$ cat src/rtl/mux_2x1_rr_arbiter_if.sv
// Handshake bundle between producers A/B, the round-robin stage and its consumer.
// The slave modport is the arbiter side; the master modport is the environment side.
interface mux_2x1_rr_arbiter_if #(
   parameter int WIDTH = 8
);
   logic             a_valid;
   logic [WIDTH-1:0] a_data;
   logic             a_ready;
   logic             b_valid;
   logic [WIDTH-1:0] b_data;
   logic             b_ready;
   logic             m_valid;
   logic [WIDTH-1:0] m_data;
   logic             m_ready;
   logic             select;

   modport slave (
      input  a_valid, a_data, b_valid, b_data, m_ready,
      output a_ready, b_ready, m_valid, m_data, select
   );

   modport master (
      output a_valid, a_data, b_valid, b_data, m_ready,
      input  a_ready, b_ready, m_valid, m_data, select
   );
endinterface

$ cat src/rtl/mux_2x1_rr_arbiter.sv
// Two 1-entry input buffers, a round-robin pick between them and a registered
// output word with a select bit (1=A, 0=B) for the downstream 2-to-1 mux.

module mux_2x1_rr_arbiter_buf #(
   parameter int WIDTH = 8
) (
   input  logic             clock,
   input  logic             reset_b,
   input  logic             i_valid,
   input  logic [WIDTH-1:0] i_data,
   input  logic             i_drain,
   output logic             o_full,
   output logic [WIDTH-1:0] o_data
);
   logic             r_full;
   logic [WIDTH-1:0] r_data;

   // Load only while empty, so a buffer drained this edge refills next edge at the earliest.
   always_ff @(posedge clock or negedge reset_b) begin
      if (!reset_b) begin
         r_full <= 1'b0;
         r_data <= '0;
      end else if (i_drain) begin
         r_full <= 1'b0;
      end else if (i_valid && !r_full) begin
         r_full <= 1'b1;
         r_data <= i_data;
      end
   end

   assign o_full = r_full;
   assign o_data = r_data;
endmodule

module mux_2x1_rr_arbiter #(
   parameter int WIDTH = 8
) (
   input logic                  clock,
   input logic                  reset_b,
   mux_2x1_rr_arbiter_if.slave  bus
);
   localparam int SRC_A = 1;
   localparam int SRC_B = 0;

   typedef enum logic {PRI_A = 1'b0, PRI_B = 1'b1} pri_t;

   pri_t                  r_pri, w_pri_nxt;
   logic [1:0]            w_in_valid;
   logic [1:0][WIDTH-1:0] w_in_data;
   logic [1:0]            w_full;
   logic [1:0][WIDTH-1:0] w_buf_data;
   logic [1:0]            w_drain;
   logic                  w_out_free;
   logic                  r_m_valid;
   logic [WIDTH-1:0]      r_m_data;
   logic                  r_select;

   assign w_in_valid[SRC_A] = bus.a_valid;
   assign w_in_valid[SRC_B] = bus.b_valid;
   assign w_in_data[SRC_A]  = bus.a_data;
   assign w_in_data[SRC_B]  = bus.b_data;

   for (genvar g = 0; g < 2; g++) begin : g_ch
      mux_2x1_rr_arbiter_buf #(.WIDTH(WIDTH)) u_buf (
         .clock   (clock),
         .reset_b (reset_b),
         .i_valid (w_in_valid[g]),
         .i_data  (w_in_data[g]),
         .i_drain (w_drain[g]),
         .o_full  (w_full[g]),
         .o_data  (w_buf_data[g])
      );
   end

   assign w_out_free = ~r_m_valid | bus.m_ready;

   always_ff @(posedge clock or negedge reset_b) begin
      if (!reset_b) r_pri <= PRI_A;
      else          r_pri <= w_pri_nxt;
   end

   // A lone full buffer always wins; the pointer only breaks ties.
   always_comb begin
      w_drain   = '0;
      w_pri_nxt = r_pri;
      if (w_out_free) begin
         if (w_full[SRC_A] && (!w_full[SRC_B] || r_pri == PRI_A)) begin
            w_drain[SRC_A] = 1'b1;
            w_pri_nxt      = PRI_B;
         end else if (w_full[SRC_B]) begin
            w_drain[SRC_B] = 1'b1;
            w_pri_nxt      = PRI_A;
         end
      end
   end

   // Data and select only move on a transfer; an empty cycle just drops valid.
   always_ff @(posedge clock or negedge reset_b) begin
      if (!reset_b) begin
         r_m_valid <= 1'b0;
         r_m_data  <= '0;
         r_select  <= 1'b0;
      end else if (w_out_free) begin
         r_m_valid <= |w_drain;
         if (|w_drain) begin
            r_m_data <= w_drain[SRC_A] ? w_buf_data[SRC_A] : w_buf_data[SRC_B];
            r_select <= w_drain[SRC_A];
         end
      end
   end

   assign bus.a_ready = ~w_full[SRC_A];
   assign bus.b_ready = ~w_full[SRC_B];
   assign bus.m_valid = r_m_valid;
   assign bus.m_data  = r_m_data;
   assign bus.select  = r_select;

   a_one_drain: assert property (@(posedge clock) disable iff (!reset_b) $onehot0(w_drain));
   a_hold: assert property (@(posedge clock) disable iff (!reset_b)
      (r_m_valid && !bus.m_ready) |=> (r_m_valid && $stable(r_m_data) && $stable(r_select)));
endmodule

$ cat src/flat_wrapper.sv
// flat-port wrapper written by rule: the top's interface ports become plain ports
module mux_2x1_rr_arbiter_flat 
#(
   parameter int WIDTH = 8
)
  (clock, reset_b, bus_a_valid, bus_a_data, bus_b_valid, bus_b_data, bus_m_ready, bus_a_ready, bus_b_ready, bus_m_valid, bus_m_data, bus_select);
  mux_2x1_rr_arbiter_if #(.WIDTH(WIDTH)) bus_i ();
  input logic clock;
  input logic reset_b;
  input wire logic [$bits(bus_i.a_valid)-1:0] bus_a_valid;
  input wire logic [$bits(bus_i.a_data)-1:0] bus_a_data;
  input wire logic [$bits(bus_i.b_valid)-1:0] bus_b_valid;
  input wire logic [$bits(bus_i.b_data)-1:0] bus_b_data;
  input wire logic [$bits(bus_i.m_ready)-1:0] bus_m_ready;
  output wire logic [$bits(bus_i.a_ready)-1:0] bus_a_ready;
  output wire logic [$bits(bus_i.b_ready)-1:0] bus_b_ready;
  output wire logic [$bits(bus_i.m_valid)-1:0] bus_m_valid;
  output wire logic [$bits(bus_i.m_data)-1:0] bus_m_data;
  output wire logic [$bits(bus_i.select)-1:0] bus_select;
  assign bus_i.a_valid = bus_a_valid;
  assign bus_i.a_data = bus_a_data;
  assign bus_i.b_valid = bus_b_valid;
  assign bus_i.b_data = bus_b_data;
  assign bus_i.m_ready = bus_m_ready;
  assign bus_a_ready = bus_i.a_ready;
  assign bus_b_ready = bus_i.b_ready;
  assign bus_m_valid = bus_i.m_valid;
  assign bus_m_data = bus_i.m_data;
  assign bus_select = bus_i.select;
  mux_2x1_rr_arbiter #(.WIDTH(WIDTH)) u_core (.clock(clock), .reset_b(reset_b), .bus(bus_i));
endmodule
$ cat config.mk
export PLATFORM = sky130hd
export DESIGN_NAME = mux_2x1_rr_arbiter_flat
export DESIGN_NICKNAME = d
export VERILOG_FILES = /design/src/rtl/mux_2x1_rr_arbiter_if.sv /design/src/rtl/mux_2x1_rr_arbiter.sv /design/src/flat_wrapper.sv
export SDC_FILE = /design/constraint.sdc
export NUM_CORES = 1
export LEC_CHECK = 0
export BUFFER_PORTS_ARGS = -buffer_cell sky130_fd_sc_hd__clkbuf_2
export CELL_PAD_IN_SITES_DETAIL_PLACEMENT = 1
export CELL_PAD_IN_SITES_GLOBAL_PLACEMENT = 2
export CORE_MARGIN = 2
export CORE_UTILIZATION = 31
export CTS_BUF_LIST = sky130_fd_sc_hd__clkbuf_8
export DETAILED_ROUTE_END_ITERATION = 7
export PLACE_DENSITY = 0.83
export SYNTH_ARGS = -nofsm -noshare
export SYNTH_HDL_FRONTEND = slang
export SYNTH_SLANG_ARGS = --single-unit
$ cat constraint.sdc
create_clock -name clock -period 3 [get_ports clock]
set_input_delay 0.3 -clock clock [delete_from_list [all_inputs] [get_ports clock]]
set_output_delay 0.3 -clock clock [all_outputs]
set_load 0.1 [all_outputs]
* Word level (Yosys, flattened, before mapping)
Index checks and enable logic that the tools add are counted.
** Cells by class
- Bitwise gates (word level) :: 7
- $lt $le $gt $ge :: 0
- Reductions and logical operators :: 14
- Multiply operators :: 0
- Add/subtract/negate cells :: 0
- Mux-type cells :: 11
- Div/mod/pow operators :: 0
- Shift operators :: 0
- Eq/ne operators :: 0
** Operator list (number)
- 2-to-1 mux 1 bit :: 9
- 2-to-1 mux 8 bit :: 1
- AND reduction 2 bit :: 4
- inverter 1 bit :: 6
- nonzero test 2 bit :: 3
- logical AND 1 bit :: 3
- logical NOT 1 bit :: 2
- 2-to-1 mux 2 bit :: 1
- OR reduction 2 bit :: 1
- logical OR 1 bit :: 1
- bitwise OR 1 bit :: 1
** Storage, ports and cells
- Output and inout port bits :: 12
- Bits in registers :: 29
- Logic and storage cells :: 40
- Input port bits :: 21
- Memory bits (read-only) :: 0
- Memory bits (writable) :: 0
- Memories :: 0
- Latch bits :: 0

* Longest topological paths before layout
Gate-level depths: netlist of run 1.
- Word-level depth :: 7
- Depth in mapped cells :: 4
- Mapped depth without buffers :: 3

* Cells and area by module
From an unflattened synthesis of run 1, not the netlist that was laid out.
** Unflattened totals
- Cells, all modules :: 83
- Area, all modules :: 1253.7 um^2
** By module, submodules not included
- mux_2x1_rr_arbiter_buf :: times used 2, area an instance 341.6 um^2, sequential area each 225.2 um^2, cells each 20
- mux_2x1_rr_arbiter :: times used 1, area an instance 570.5 um^2, sequential area each 275.3 um^2, cells each 43

* Worst setup path before layout of run 1
OpenSTA, ideal clock, no wires.
- Kind :: register -> register
- From :: register u_core.r_m_valid, in the netlist u_core.bus.m_valid
- To :: register u_core.r_m_data[0], in the netlist u_core.bus.m_data[0]
- Cell stages (with the launch flop) :: 4
- Setup slack :: 1164 ps
- Data required time :: 2877 ps
- Data arrival time :: 1713 ps
- Clock period less this slack :: 1836 ps
- Setup time :: 123 ps
- Path buffers :: 0
- Cells stage by stage :: dfrtp_1 > nand2b_1 > a21boi_2 > o221a_2
** Between the ends
- Longest elaborated chain between the ends :: 5
- Elaborated cells on any way between the ends :: 6
- Those cells by class :: mux: 2; bitwise: 2; reduce/logical: 2
** Ends and longest elaborated chain
- start, declared :: line mux_2x1_rr_arbiter.sv:54 : logic r_m_valid;
- start signal, assigned :: line mux_2x1_rr_arbiter.sv:104 : r_m_valid <= |w_drain;
- inverter 1 bit * :: line mux_2x1_rr_arbiter.sv:75 : assign w_out_free = ~r_m_valid | bus.m_ready;
- bitwise OR 1 bit * :: line mux_2x1_rr_arbiter.sv:75
- 2-to-1 mux 2 bit :: line mux_2x1_rr_arbiter.sv:86 : if (w_out_free) begin
- OR reduction 2 bit :: line mux_2x1_rr_arbiter.sv:105 : if (|w_drain) begin
- AND reduction 2 bit (no source line)
- end signal, assigned :: line mux_2x1_rr_arbiter.sv:106 : r_m_data <= w_drain[SRC_A] ? w_buf_data[SRC_A] : w_buf_data[SRC_B];
- end, declared :: line mux_2x1_rr_arbiter.sv:55 : logic [WIDTH-1:0] r_m_data;
Every way passes the cells marked *; elsewhere a longest branch is shown, timed or not.
A chain may end at the register's enable or synchronous reset.

* Worst setup path after layout of run 1
- From :: register u_core.g_ch[1].u_buf.r_full
- To :: output port bus_a_ready
** Between the ends
- Longest elaborated chain between the ends :: 1
** Ends and longest elaborated chain
- start, declared :: line mux_2x1_rr_arbiter.sv:15 : logic r_full;
- start signal, assigned :: line mux_2x1_rr_arbiter.sv:21 : r_full <= 1'b0;
- start signal, assigned :: line mux_2x1_rr_arbiter.sv:24 : r_full <= 1'b0;
- start signal, assigned :: line mux_2x1_rr_arbiter.sv:26 : r_full <= 1'b1;
- inverter 1 bit :: line mux_2x1_rr_arbiter.sv:112 : assign bus.a_ready = ~w_full[SRC_A];
- end, declared :: line flat_wrapper.sv:15 : output wire logic [$bits(bus_i.a_ready)-1:0] bus_a_ready;
No other way between the ends.

==> flow_summary.yaml, run 1 <==
run_status:
  status: "completed"
floorplan:
  io-pin-count: 33
  start_util_pct: 32.3
  fp.dieArea_mm2: 0.00436
  core_region_area_mm2: 0.00369
  std_cell_rows: 22
  fp.dieW_um: 66.0
  die_h_um: 66.0
cts:
  cts_repair_resize_count: 0
  clk_latency_ps: 280
  clockRootBuffer: "sky130_fd_sc_hd__clkbuf_8"
  cts_max_level: 2
  cts_hold_repair.buffers: 0
  cts-buffers-inserted: 5
  cts.clk_slew.worst_paths_ps: 60
  postCtsSetupRepairBufs: 0
  clk_path_buf_depth: 2
  clkSinkCount: 29
  tritoncts: "done"
critical_path:
  crit_chain: "inv_2 > clkbuf_2"
  worst-endpoint-required_ps: 2700
  cpMaxStageDelayCell: "sky130_fd_sc_hd__dfrtp_1"
  end_kind: "output port"
  cp.arrival_ps: 1470
  cp_num_cells: 2
  timing.rr.start: "u_core.bus.m_valid$_DFFE_PN0N_"
  cp_slowest_stage_delay_ps: 530
  startpoint: "u_core.g_ch[1].u_buf.o_full$_DFFE_PN0P_"
  critical_path.startpoint_type: "flop"
  timing.reg2reg.worst_path_depth: 3
  critical_path_buf_inv_count: 2
  critPathMaxFanout: 14
  reg2reg_slack_ps: 1360
  critical_path_class: "flop to output port"
  path_delay_family: "buffers and inverters"
detailed_routing:
  dr.first_iter.drc_count: 14
  detail_route.first_pass.iterations: 4
  routed-via-count: 825
  route.detailed.vias_per_inst: 4.97
  final_antenna_net_count: 0
  total_detailed_routing_wirelength_mm: 2.56
  count_of_unresolved_drc_violations_after_routing: 0
  detail_route.wl_per_cell_um: 15.4
logic_synthesis:
  synth_largest_area_cell: "sky130_fd_sc_hd__dfrtp_1"
  post_synth_inst_count: 82
  synthTopCellsByArea: "sky130_fd_sc_hd__dfrtp_1, sky130_fd_sc_hd__mux2_1, sky130_fd_sc_hd__mux2_2"
  dominantRegCellSynth: "sky130_fd_sc_hd__dfrtp_1"
  synth_enable_flop_cells: 0
  synthMostInstantiatedCell: "sky130_fd_sc_hd__dfrtp_1"
  fraction_of_synthesis_flops_using_an_asynchronous_set_or_reset_pin_pct: 100
  synthTopCellsByCount: "sky130_fd_sc_hd__dfrtp_1, sky130_fd_sc_hd__mux2_1, sky130_fd_sc_hd__mux2_2, sky130_fd_sc_hd__nand4b_1, sky130_fd_sc_hd__o221a_2"
  mappedNetlistNets: 103
  synth.avg_cell_area_um2: 14.5
  post_synth_instance_area_mm2: 0.00119
  seq_area_frac_synth_pct: 60.9
  ys_ff_latch: 29
  yosys_warnings: 0
  netlist.area_leader.share_pct: 60.9
  post_synth_num_cell_types: 21
timing:
  grt_setup_unrepaired: "no"
  finalClockSkew_ps: 6.35
  timing_worst_slew_pin_value_ps: 772
  hold_violations: 0
  finalSetupViolations: 0
  final.setup.worst_slack_ps: 1230
  final.period_utilization_pct: 58.9
  final-max-slew-violation-count: 0
  maximum_clock_frequency_mhz: 566
  period_minus_slack_ps: 1770
  timing.max_slew.rel_slack_pct: 48.4
  final.setup.tns_ps: 0
global_routing:
  grt.total_usage_pct: 14.2
  first_global_vias: 872
  first_pass_grt_wire_length_mm: 4.42
  grt_antenna_before_repair: 0
  grt_start_max_net_pins: 30
  global_route.overflow_total: 0
layout:
  nNetsFinal: 138
  layout-drive-gt1-share_pct: 46.6
  layout.filler_cells: 415
  area_delta_synth_final_pct: 23.5
  insertedDiodeCount: 0
  final_cell_area_mm2: 0.00147
  regArea_um2: 726
  multi_input_area_um2: 435
  fin_cells: 166
place:
  pre_cts_slack_ps: 1340
  placer_congestion_estimate: 0.794
  dp_hpwl_mm: 1.89
  numPortBuffers: 32
  placed_area_mm2: 0.00139
  numPlacedInstances: 158
worst_hold_path:
  min_path_type: "primary input to asynchronous set/reset pin"
flow_run:
  maxCapViolations: 0
kinds of logic (layout without fill, tap and decap cells):
group / after synthesis / count (layout) / synth area share (%)
buf+inv: 7 / 43 / 2.62
flops: 29 / 29 / 60.9
simple gates: 14 / 14 / 8.60
compound gates: 16 / 16 / 12.8
mux: 16 / 16 / 15.1
final cells by class:
class / count / share of cell area [%]
clock buffer: 5 / 4.67
timing repair buffer: 32 / 10.9
tap: 48 / 4.08
inverter: 3 / 0.765
multi-input combinational: 46 / 29.6
sequential: 29 / 49.3
clock inverter: 3 / 0.765
worst reg2reg max path: cells and delay by family, from the launching register on:
family | cells | cell delay (ps)
AO/OA/AOI/OAI | 2 | 810
flip-flops | 1 | 380
AND/OR/NAND/NOR | 1 | 380
worst paths after layout:
check / to
worst max-delay path: bus_a_ready
worst min-delay path: u_core.bus.select$_DFFE_PN0P_
worst max register to register: u_core.bus.m_data[6]$_DFFE_PN0P_
worst min register to register: u_core.g_ch[0].u_buf.o_data[5]$_DFFE_PN0P_
max in group asynchronous: u_core.g_ch[0].u_buf.o_data[3]$_DFFE_PN0P_
min in group clock: u_core.g_ch[0].u_buf.o_data[5]$_DFFE_PN0P_
layer usage:
metal	GRT usage, %	wire [um]	vias to the layer above
li1	-	-	384
met5	0	0	-
met1	18.0	1130	412
met2	21.7	1250	24
met3	5.62	150	5
met4	5.36	34	0
cell usage in the layout, fill, tap and decap left out, types with 4 or more instances in the layout:
| cell type | count |
|---|---|
| sky130_fd_sc_hd__clkbuf_2 | 32 |
| sky130_fd_sc_hd__dfrtp_1 | 29 |
| sky130_fd_sc_hd__mux2_2 | 8 |
| sky130_fd_sc_hd__mux2_1 | 8 |
| sky130_fd_sc_hd__nand4b_1 | 8 |
| sky130_fd_sc_hd__o221a_2 | 6 |
| sky130_fd_sc_hd__clkbuf_8 | 5 |
| sky130_fd_sc_hd__inv_1 | 4 |
through the flow:
step                utilization [%]  hold WS (ps)
CTS                            39.9          78.6
finish                         39.9          57.1
detailed placement             37.8           386
global placement               37.8           375
floorplan                         -          4.41
global route                   39.9           108
registers in the layout (all words and copies together) (netlist names):
name	flops
u_core.bus.m_data	8
u_core.bus.m_valid	1
u_core.bus.select	1
u_core.g_ch.u_buf.o_data	16
u_core.g_ch.u_buf.o_full	2
u_core.r_pri	1
Power of run 1 is left out: the tool's default activity adds up to more than one toggle a clock period on the data nets, which glitch-free logic cannot reach.
==> inputs of run 2 (changes only) <==
--- a/config.mk
+++ b/config.mk
@@ -12,7 +12,7 @@
 export CORE_UTILIZATION = 31
 export CTS_BUF_LIST = sky130_fd_sc_hd__clkbuf_8
 export DETAILED_ROUTE_END_ITERATION = 7
-export PLACE_DENSITY = 0.83
+export PLACE_DENSITY = 0.85
 export SYNTH_ARGS = -nofsm -noshare
 export SYNTH_HDL_FRONTEND = slang
 export SYNTH_SLANG_ARGS = --single-unit
==> constraint.sdc (replaced) <==
create_clock -name clock -period 1.6 [get_ports clock]
set_input_delay 0.16 -clock clock [delete_from_list [all_inputs] [get_ports clock]]
set_output_delay 0.16 -clock clock [all_outputs]
set_load 0.1 [all_outputs]
==> run 2 against run 1 <==
Net effect: flip-flop and latch count stayed put; non-clock buffer count is 4 higher; setup slack worse by 1100 ps; hold slack better by 37 ps; register-to-register slack got worse by 1200 ps; design area grew 4.8%; critical path depth unchanged; routed wire length up 1.3%; first-iteration DRC count increased by 50%; global-route usage rose by 0.14 points; clock-buffer cell count increased by 2; cell count up 2.4%; critical endpoint is now bus_b_ready; highest routed layer unchanged.
==> flow_summary.yaml, run 2 (synthesized netlist as in run 1, its figures left out) <==
run_status:
  status: "completed"
floorplan:
  std_cell_rows: 22
  core_region_area_mm2: 0.00369
  fp.dieW_um: 66.0
  io-pin-count: 33
  start_util_pct: 32.3
  fp.dieArea_mm2: 0.00436
  die_h_um: 66.0
timing:
  finalSetupViolations: 0
  maximum_clock_frequency_mhz: 687
  hold_violations: 0
  final-max-slew-violation-count: 0
  period_minus_slack_ps: 1460
  finalClockSkew_ps: 3.33
  timing.max_slew.rel_slack_pct: 52.7
  grt_setup_unrepaired: "no"
  final.period_utilization_pct: 90.9
  timing_worst_slew_pin_value_ps: 709
  final.setup.tns_ps: 0
global_routing:
  first_pass_grt_wire_length_mm: 4.51
  grt_start_max_net_pins: 30
  first_global_vias: 929
  grt.total_usage_pct: 14.3
  global_route.overflow_total: 0
  grt_antenna_before_repair: 0
cts:
  postCtsSetupRepairBufs: 0
  clk_latency_ps: 280
  clk_path_buf_depth: 2
  clkSinkCount: 29
  cts_hold_repair.buffers: 1
  cts-buffers-inserted: 5
  clockRootBuffer: "sky130_fd_sc_hd__clkbuf_8"
  tritoncts: "done"
  cts_max_level: 2
  cts_repair_resize_count: 0
  cts.clk_slew.worst_paths_ps: 60
critical_path:
  crit_chain: "inv_2 > clkbuf_2"
  cpMaxStageDelayCell: "sky130_fd_sc_hd__clkbuf_2"
  end_kind: "output port"
  critPathMaxFanout: 5
  critical_path_buf_inv_count: 2
  critical_path.startpoint_type: "flop"
  cp.arrival_ps: 1300
  path_delay_family: "buffers and inverters"
  cp_slowest_stage_delay_ps: 460
  critical_path_class: "flop to output port"
  worst-endpoint-required_ps: 1440
detailed_routing:
  routed-via-count: 830
  route.detailed.vias_per_inst: 4.88
  dr.first_iter.drc_count: 21
  detail_route.first_pass.iterations: 5
  final_antenna_net_count: 0
  total_detailed_routing_wirelength_mm: 2.60
  count_of_unresolved_drc_violations_after_routing: 0
  detail_route.wl_per_cell_um: 15.3
layout:
  layout.filler_cells: 413
  multi_input_area_um2: 435
  largest_register_ffs: 16
  layout-drive-gt1-share_pct: 50.8
  regArea_um2: 727
  final_common_cell: "sky130_fd_sc_hd__clkbuf_2"
  insertedDiodeCount: 0
  nNetsFinal: 142
  area_delta_synth_final_pct: 29.4
  final_cell_mix: "sky130_fd_sc_hd__clkbuf_2, sky130_fd_sc_hd__dfrtp_1, sky130_fd_sc_hd__mux2_2, sky130_fd_sc_hd__mux2_1, sky130_fd_sc_hd__nand4b_1"
worst_hold_path:
  min_path_type: "primary input to flop"
place:
  numPortBuffers: 32
  dp_hpwl_mm: 1.99
  placer_congestion_estimate: 0.736
flow_run:
  maxCapViolations: 0
==> run 2: per-stage QoR <==
| step | hold WS (ps) | setup slack, ps | cells | instance area, um^2 | utilization (%) |
|---|---|---|---|---|---|
| 6_report | 93.8 | 145 | 170 | 1540 | 41.8 |
| 4_1_cts | 84.8 | 124 | 170 | 1540 | 41.8 |
| 5_1_grt | 93.9 | 68.7 | 170 | 1540 | 41.8 |
| 2_1_floorplan | -136 | 77.0 | 82 | 1190 | - |
| 3_5_place_dp | 246 | 217 | 161 | 1430 | 38.8 |
| 3_3_place_gp | 222 | 290 | 161 | 1430 | 38.8 |
==> run 2: worst paths after layout <==
kind / start / end / cells after the start / slack [ps]
worst max register to register: u_core.g_ch[1].u_buf.o_full$_DFFE_PN0P_ / u_core.bus.m_data[3]$_DFFE_PN0P_ / 3 / 210
worst min register to register: u_core.g_ch[0].u_buf.o_data[5]$_DFFE_PN0P_ / u_core.g_ch[0].u_buf.o_data[5]$_DFFE_PN0P_ / 1 / 500
min in group asynchronous: reset_b / u_core.bus.m_data[5]$_DFFE_PN0P_ / 2 / 460
worst min-delay path: bus_b_data[3] / u_core.g_ch[0].u_buf.o_data[3]$_DFFE_PN0P_ / 2 / 90
max in group asynchronous: reset_b / u_core.bus.m_valid$_DFFE_PN0N_ / 2 / 640
worst max-delay path: u_core.g_ch[0].u_buf.o_full$_DFFE_PN0P_ / bus_b_ready / 2 / 140
==> run 2: area by class of cell <==
cell class,count,share of cell area (%)
clock buffers,7,6.24
clock inverters,1,0.324
inverters,3,0.730
multi-input cells,46,28.2
flip-flops and latches,29,47.1
well taps,48,3.89
repair buffers,36,13.5
==> run 2: metal layers <==
metal / up-vias / share of wire (%) / GRT usage, %
met3: 4 / 7.0 / 7.33
met1: 411 / 43 / 17.7
met5: - / 0 / 0
met4: 0 / 1.8 / 5.36
met2: 24 / 48 / 21.3
li1: 391 / - / -
Power of run 2 is left out for the same reason.
==> inputs of run 3 (changes only) <==
--- a/config.mk
+++ b/config.mk
@@ -8,6 +8,7 @@
 export BUFFER_PORTS_ARGS = -buffer_cell sky130_fd_sc_hd__clkbuf_2
 export CELL_PAD_IN_SITES_DETAIL_PLACEMENT = 1
 export CELL_PAD_IN_SITES_GLOBAL_PLACEMENT = 2
+export CORE_ASPECT_RATIO = 0.9
 export CORE_MARGIN = 2
 export CORE_UTILIZATION = 31
 export CTS_BUF_LIST = sky130_fd_sc_hd__clkbuf_8
==> run 3 against run 2 <==
Net effect: first-iteration DRC count increased by 62%; non-clock buffer count unchanged; setup slack got worse by 7.1 ps; flip-flop and latch count unchanged; critical path type unchanged; critical endpoint unchanged; largest cell class unchanged.
==> flow_summary.yaml, run 3 (synthesized netlist as in run 1, its figures left out) <==
run_status:
  status: "completed"
critical_path:
  cpMaxStageDelayCell: "sky130_fd_sc_hd__clkbuf_2"
  cp_slowest_stage_delay_ps: 460
  critPathMaxFanout: 5
  end_kind: "output port"
  path_delay_family: "buffers and inverters"
  cp.arrival_ps: 1300
  crit_chain: "inv_2 > clkbuf_2"
  timing.reg2reg.worst_path_depth: 3
  worst-endpoint-required_ps: 1440
  cp_num_cells: 2
  critical_path_buf_inv_count: 2
  critical_path.startpoint_type: "flop"
  critical_path_class: "flop to output port"
floorplan:
  start_util_pct: 32.2
  fp.dieArea_mm2: 0.00436
  std_cell_rows: 21
  fp.dieW_um: 69.4
  die_h_um: 62.8
  io-pin-count: 33
  core_region_area_mm2: 0.00370
detailed_routing:
  count_of_unresolved_drc_violations_after_routing: 0
  final_antenna_net_count: 0
  routed-via-count: 837
  detail_route.first_pass.iterations: 4
  dr.first_iter.drc_count: 34
  detail_route.wl_per_cell_um: 16.5
  route.detailed.vias_per_inst: 4.98
  total_detailed_routing_wirelength_mm: 2.78
flow_run:
  maxCapViolations: 0
timing:
  finalClockSkew_ps: 5.28
  timing_worst_slew_pin_value_ps: 734
  hold_violations: 0
  final-max-slew-violation-count: 0
  final.period_utilization_pct: 91.4
  grt_setup_unrepaired: "no"
  finalSetupViolations: 0
  final.setup.tns_ps: 0
  maximum_clock_frequency_mhz: 684
  period_minus_slack_ps: 1460
  timing.max_slew.rel_slack_pct: 51.1
global_routing:
  grt_start_max_net_pins: 30
  first_pass_grt_wire_length_mm: 4.69
  grt_antenna_before_repair: 0
  first_global_vias: 938
  grt.total_usage_pct: 14.2
  global_route.overflow_total: 0
layout:
  final_common_cell: "sky130_fd_sc_hd__clkbuf_2"
  layout-drive-gt1-share_pct: 49.2
  area_delta_synth_final_pct: 28.2
  insertedDiodeCount: 0
  nNetsFinal: 142
  final_core_utilization_pct: 41.3
  largest_register_ffs: 16
  layout.filler_cells: 403
  final_cell_mix: "sky130_fd_sc_hd__clkbuf_2, sky130_fd_sc_hd__dfrtp_1, sky130_fd_sc_hd__mux2_2, sky130_fd_sc_hd__mux2_1, sky130_fd_sc_hd__nand4b_1"
cts:
  cts_max_level: 2
  cts-buffers-inserted: 5
  clk_path_buf_depth: 2
  cts_repair_resize_count: 0
  clockRootBuffer: "sky130_fd_sc_hd__clkbuf_8"
  tritoncts: "done"
  cts.clk_slew.worst_paths_ps: 60
  clkSinkCount: 29
  postCtsSetupRepairBufs: 0
  clk_latency_ps: 290
worst_hold_path:
  min_path_cells: 2
  min_path_type: "primary input to flop"
place:
  placer_congestion_estimate: 0.782
  dp_hpwl_mm: 2.12
  numPortBuffers: 32
run 3: changes by cell type in the layout (fill, tap and decap cells not counted):
cell | before | now
sky130_fd_sc_hd__clkinv_2 | 1 | 0
sky130_fd_sc_hd__clkbuf_8 | 7 | 6
sky130_fd_sc_hd__inv_1 | 1 | 3
run 3: final cells by class:
cell class / count / area [um^2] / share of cell area (%)
well taps: 46 / 57.6 / 3.76
multi-input cells: 46 / 435 / 28.5
flip-flops and latches: 29 / 727 / 47.5
clock inverters: 2 / 7.51 / 0.491
clock buffers: 6 / 82.6 / 5.40
inverters: 3 / 11.3 / 0.736
repair buffers: 36 / 208 / 13.6
run 3: path summary, 6_finish.rpt:
kind | startpoint | to | slack, ps
min reg2reg | u_core.g_ch[0].u_buf.o_data[7]$_DFFE_PN0P_ | u_core.g_ch[0].u_buf.o_data[7]$_DFFE_PN0P_ | 500
min in group asynchronous | reset_b | u_core.bus.m_data[7]$_DFFE_PN0P_ | 480
max reg2reg | u_core.g_ch[1].u_buf.o_full$_DFFE_PN0P_ | u_core.bus.m_data[3]$_DFFE_PN0P_ | 150
min | bus_b_data[5] | u_core.g_ch[0].u_buf.o_data[5]$_DFFE_PN0P_ | 90
max in group asynchronous | reset_b | u_core.bus.m_valid$_DFFE_PN0N_ | 610
max | u_core.g_ch[0].u_buf.o_full$_DFFE_PN0P_ | bus_b_ready | 140
run 3: repair_timing:
item	in CTS	in global routing
setup endpoints to repair	0	0
hold buffers	1	0
endpoints found under the hold margin	29	0
run 3: layer usage:
layer	track usage (%)	vias to the layer above	wire length (um)
met4	8.82	0	76
met1	17.8	420	1250
li1	-	385	-
met5	0	-	0
met2	21.4	24	1320
met3	4.19	8	139
run 3: worst register-to-register path, cell delays in order, from the launching register on:
cell and delay [ps]:
sky130_fd_sc_hd__dfrtp_1 600, sky130_fd_sc_hd__inv_2 150, sky130_fd_sc_hd__o211ai_2 370, sky130_fd_sc_hd__o221a_2 270
run 3: metrics by stage:
step,cell area [um^2],hold slack (ps),worst slack (ps),instances
floorplan,1190,-136,77.0,82
global placement,1430,220,292,159
detailed placement,1430,249,164,159
CTS,1530,84.9,127,168
global route,1530,97.5,40.8,168
finish,1530,88.9,138,168
Power of run 3 is left out for the same reason.
